--- src/rtl/arbiter_rr.sv ---
// Round-robin arbiter with request lock: a holder keeps its grant while it requests.
// Optional hold limit (ARBITER_RR_TIMEOUT_EN) forces handover after MAX_HOLD cycles.
//
// state | meaning
// IDLE  | no requester granted
// GRANT | one requester holds the grant
module arbiter_rr #(
  parameter int N        = 4,
  parameter int MAX_HOLD = 8
) (
  input  logic                                 clk,
  input  logic                                 res,
  input  logic [N-1:0]                         req,
  output logic [N-1:0]                         grant,
  output logic                                 grant_valid,
  output logic [((N > 1) ? $clog2(N) : 1)-1:0] grant_id
);

  localparam int IW = (N > 1) ? $clog2(N) : 1;

  if (N < 2 || N > 16) begin : g_bad_n
    $error("arbiter_rr: N out of range");
  end
  if (MAX_HOLD < 1 || MAX_HOLD > 255) begin : g_bad_hold
    $error("arbiter_rr: MAX_HOLD out of range");
  end

  typedef enum logic {IDLE, GRANT} state_t;

  state_t          state;
  logic [IW-1:0]   ptr;
  logic [IW-1:0]   pick;
  logic [IW-1:0]   idx;
  logic            found;
  logic            holder_req;
  logic            release_grant;

  // Search starts just after the last holder, so the last holder is checked last.
  always_comb begin
    found = 1'b0;
    pick  = '0;
    idx   = ptr;
    for (int i = 0; i < N; i++) begin
      idx = (idx == IW'(N - 1)) ? '0 : idx + 1'b1;
      if (!found && req[idx]) begin
        found = 1'b1;
        pick  = idx;
      end
    end
  end

  assign holder_req = |(req & grant);

`ifdef ARBITER_RR_TIMEOUT_EN
  localparam logic [7:0] HOLD_MAX = 8'(MAX_HOLD);
  logic [7:0] hold_cnt;
  logic       others_req;
  assign others_req    = |(req & ~grant);
  assign release_grant = !holder_req || ((hold_cnt == HOLD_MAX) && others_req);
`else
  assign release_grant = !holder_req;
`endif

  always_ff @(posedge clk) begin
    if (res) begin
      state       <= IDLE;
      grant       <= '0;
      grant_valid <= 1'b0;
      grant_id    <= '0;
      ptr         <= IW'(N - 1);
`ifdef ARBITER_RR_TIMEOUT_EN
      hold_cnt    <= '0;
`endif
    end else begin
      case (state)
        IDLE: begin
          if (found) begin
            state       <= GRANT;
            grant       <= {{(N-1){1'b0}}, 1'b1} << pick;
            grant_valid <= 1'b1;
            grant_id    <= pick;
            ptr         <= pick;
`ifdef ARBITER_RR_TIMEOUT_EN
            hold_cnt    <= 8'd1;
`endif
          end
        end
        GRANT: begin
          if (!release_grant) begin
`ifdef ARBITER_RR_TIMEOUT_EN
            if (hold_cnt != HOLD_MAX) hold_cnt <= hold_cnt + 8'd1;
`endif
          end else if (found) begin
            grant       <= {{(N-1){1'b0}}, 1'b1} << pick;
            grant_valid <= 1'b1;
            grant_id    <= pick;
            ptr         <= pick;
`ifdef ARBITER_RR_TIMEOUT_EN
            hold_cnt    <= 8'd1;
`endif
          end else begin
            // ptr keeps the last holder so it gets lowest priority next time
            state       <= IDLE;
            grant       <= '0;
            grant_valid <= 1'b0;
            grant_id    <= '0;
`ifdef ARBITER_RR_TIMEOUT_EN
            hold_cnt    <= '0;
`endif
          end
        end
        default: state <= IDLE;
      endcase
    end
  end

endmodule

--- config.mk ---
export PLATFORM = sky130hd
export DESIGN_NAME = arbiter_rr
export DESIGN_NICKNAME = d
export VERILOG_FILES = /design/src/rtl/arbiter_rr.sv
export SDC_FILE = /design/constraint.sdc
export NUM_CORES = 1
export LEC_CHECK = 0
export BUFFER_PORTS_ARGS = -buffer_cell sky130_fd_sc_hd__buf_2
export CAP_MARGIN = 20
export CORE_UTILIZATION = 40
export CTS_CLUSTER_DIAMETER = 40
export DETAILED_ROUTE_END_ITERATION = 10
export PLACE_DENSITY = 0.73
export RECOVER_POWER = 50
export SLEW_MARGIN = 20
export SYNTH_ARGS = -nofsm -noshare
export SYNTH_HDL_FRONTEND = slang
export SYNTH_SLANG_ARGS = --single-unit
--- constraint.sdc ---
create_clock -name clk -period 2.05 [get_ports clk]
set_clock_uncertainty 0.05 [all_clocks]
set_input_delay 0.1025 -clock clk [delete_from_list [all_inputs] [get_ports clk]]
set_output_delay 0.1025 -clock clk [all_outputs]
set_load 0.005 [all_outputs]
==> results.py <==
metrics = {
    "power": {
        "cellLeakagePower_nw": 0.280,
        "p_per_area_nw_per_um2": 1480,
        "vdd_drop_max_mv": 0.775,
    },
    "routing": {
        "wl_per_cell_um": 12.1,
        "ant_nets": 0,
        "vias": 479,
        "dr.pass1.iters": 4,
        "via_per_inst": 5.38,
        "wirelength_um": 1080,
        "drc": 0,
        "first_iter_violations": 9,
    },
    "yosys": {
        "ys_ff_latch": 10,
        "post_synth_main_area_contributors": "dfxtp_1 (38%), a21oi_1 (3.8%), inv_1 (3.6%)",
        "synth_nets": 67,
        "yosys_warnings": 0,
        "synth_area_leader_cell": "dfxtp_1",
        "syn_area_um2": 522,
        "syn_area_per_cell_um2": 8.70,
        "synth.top_cell.area_share": 0.384,
        "synth-seq-area-share": 0.384,
        "syn_inst": 60,
        "ys_types": 31,
    },
    "timing": {
        "hold_viol_final": 0,
        "fin_tns_setup_ns": 0,
        "max_freq_ghz": 0.522,
        "grt_setup_unrepaired": "no",
        "slew_viol_final": 0,
        "fin_crit_sh": 0.934,
        "period_minus_slack_ns": 1.92,
        "setup_viol_count_final": 0,
        "tightest_slew_ns": 0.550,
        "slew_headroom": 0.630,
    },
    "worst_hold_path": {
        "hp-class": "in2reg",
    },
    "setup_path": {
        "crit_fanout": 8,
        "crit_arrival_ns": 2.07,
        "endpoint_kind": "flip-flop",
        "cp.required_ns": 2.21,
        "worstSetupPathType": "reg2reg",
        "setup.worst_path.start_class": "flip-flop",
    },
    "global_route": {
        "antenna_found_initial": 0,
        "grt_usage": 0.182,
        "grt_max_degree": 10,
        "grt_pass1_wl_um": 1790,
        "first_global_vias": 445,
        "overflow": 0,
    },
    "final_layout": {
        "fin_util": 0.537,
        "layoutNonFillerInstCount": 89,
        "nets": 83,
        "drive_gt1_frac": 0.240,
        "seq_area_um2": 200,
        "n_fill_cell": 121,
        "design_area_um2": 621,
        "final_cell_mix": "dfxtp_1 (10), buf_2 (9), inv_1 (5), nand2_1 (5), a21oi_1 (4)",
        "area_delta_synth_final_pct": 18.9,
        "final_common_cell": "dfxtp_1",
        "n_antenna_cell": 0,
        "multi_input_area_um2": 292,
    },
    "place": {
        "dp_hpwl_um": 804,
        "gp_congestion": 0.871,
        "post_dp_cell_area_um2": 594,
        "dp_cells": 85,
        "io_buffers": 12,
    },
    "clock_tree": {
        "cts_hold_buf": 0,
        "ctsResizeCount": 0,
        "clockBufferDepth": 2,
        "cts_htree_levels": 1,
        "clk_pin_slew_ns": 0.07,
        "cts_setup_buffers": 0,
        "clkSinkCount": 10,
        "cts_root_buf": "clkbuf_4",
        "clock_latency_ns": 0.26,
        "cts_made_buffers": 3,
        "cts_tree": "done",
    },
    "die": {
        "rows": 12,
        "die_area_um2": 1450,
        "die_x_um": 38.1,
        "top_level_ports": 13,
        "fp.dieH_um": 38.1,
        "start_util": 0.451,
        "fp.coreArea_um2": 1160,
    },
    "flow_run": {
        "cap_violations": 0,
    },
    "run_status": {
        "status": "complete, no violations",
    },
}
-- metrics by stage --
stage                     power [mW]  setup WS, ns  hold WS [ns]
after global placement         0.741         0.206         0.314
after detailed placement       0.747         0.168         0.315
after CTS                      0.929         0.149        0.0274
final                          0.918         0.134        0.0342
after floorplan                0.621         0.308         0.131
after global routing           0.995        0.0173        0.0280
-- critical path: stages (launching register included) --
cell and delay [ns]:
dfxtp_1 0.43, ha_1 0.34, or4_1 0.50, o21ai_1 0.11, o22ai_2 0.12, nor2_1 0.16
a22o_1 0.15
-- Yosys cell counts --
cell type  number
a221oi_1        1
nor2b_1         1
a211o_1         1
nor3_1          1
a22o_1          2
o21ai_1         3
o22ai_1         1
a32o_1          1
ha_1            1
a22o_2          1
nand2b_1        2
inv_1           5
a2bb2oi_1       1
buf_2           1
nand2_2         1
nand3b_1        1
a21o_1          1
dfxtp_1        10
o2111ai_1       1
nand3_1         2
nor2_1          3
o21ai_4         1
and3_1          1
nand2_1         5
nor4_2          1
a21oi_1         4
o31ai_1         1
or4_1           1
a21oi_2         1
o21ai_0         3
o22ai_2         1
-- cells by family (layout without fill, tap and decap cells) --
| family | count (synthesis) | in the layout | synth area share |
|---|---|---|---|
| compound gates | 24 | 24 | 0.348 |
| buf+inv | 6 | 21 | 0.0456 |
| flops | 10 | 10 | 0.384 |
| fa+ha+maj | 1 | 1 | 0.0240 |
| simple gates | 19 | 19 | 0.199 |
-- layout make-up --
type | instances | share of cell area
Sequential cell | 10 | 0.323
Timing Repair Buffer | 12 | 0.0907
Tap cell | 14 | 0.0282
Clock buffer | 4 | 0.0585
Multi-Input combinational cell | 44 | 0.470
Inverter | 5 | 0.0302
-- flip-flops by register name, summed over array words and instances (netlist names) --
register and count:
grant 4, grant_id 2, ptr 2, grant_valid 1, state 1
-- path summary, 6_finish.rpt --
check	cells past startpoint	endpoint	slack, ns	from
setup / recovery	6	grant[2]	0.13	ptr[0]
hold reg to reg	1	grant_id[1]	0.40	grant_id[1]
setup reg to reg	6	grant[2]	0.13	ptr[0]
hold / removal	2	grant_valid	0.03	res
-- power by group --
part           switching (mW)  leakage (nW)  internal, mW
combinational           0.234         0.176         0.182
sequential             0.0560        0.0830         0.269
clock                  0.0686        0.0210         0.108
total                   0.359         0.280         0.559
-- metal layers --
| layer | wire length, um | GRT usage | up-vias |
|---|---|---|---|
| met4 | 0 | 0.0536 | 0 |
| met1 | 563 | 0.227 | 218 |
| met2 | 458 | 0.275 | 8 |
| li1 | - | - | 253 |
| met3 | 53 | 0.0872 | 0 |
| met5 | 0 | 0 | - |
(Power assumes the default switching activity.)
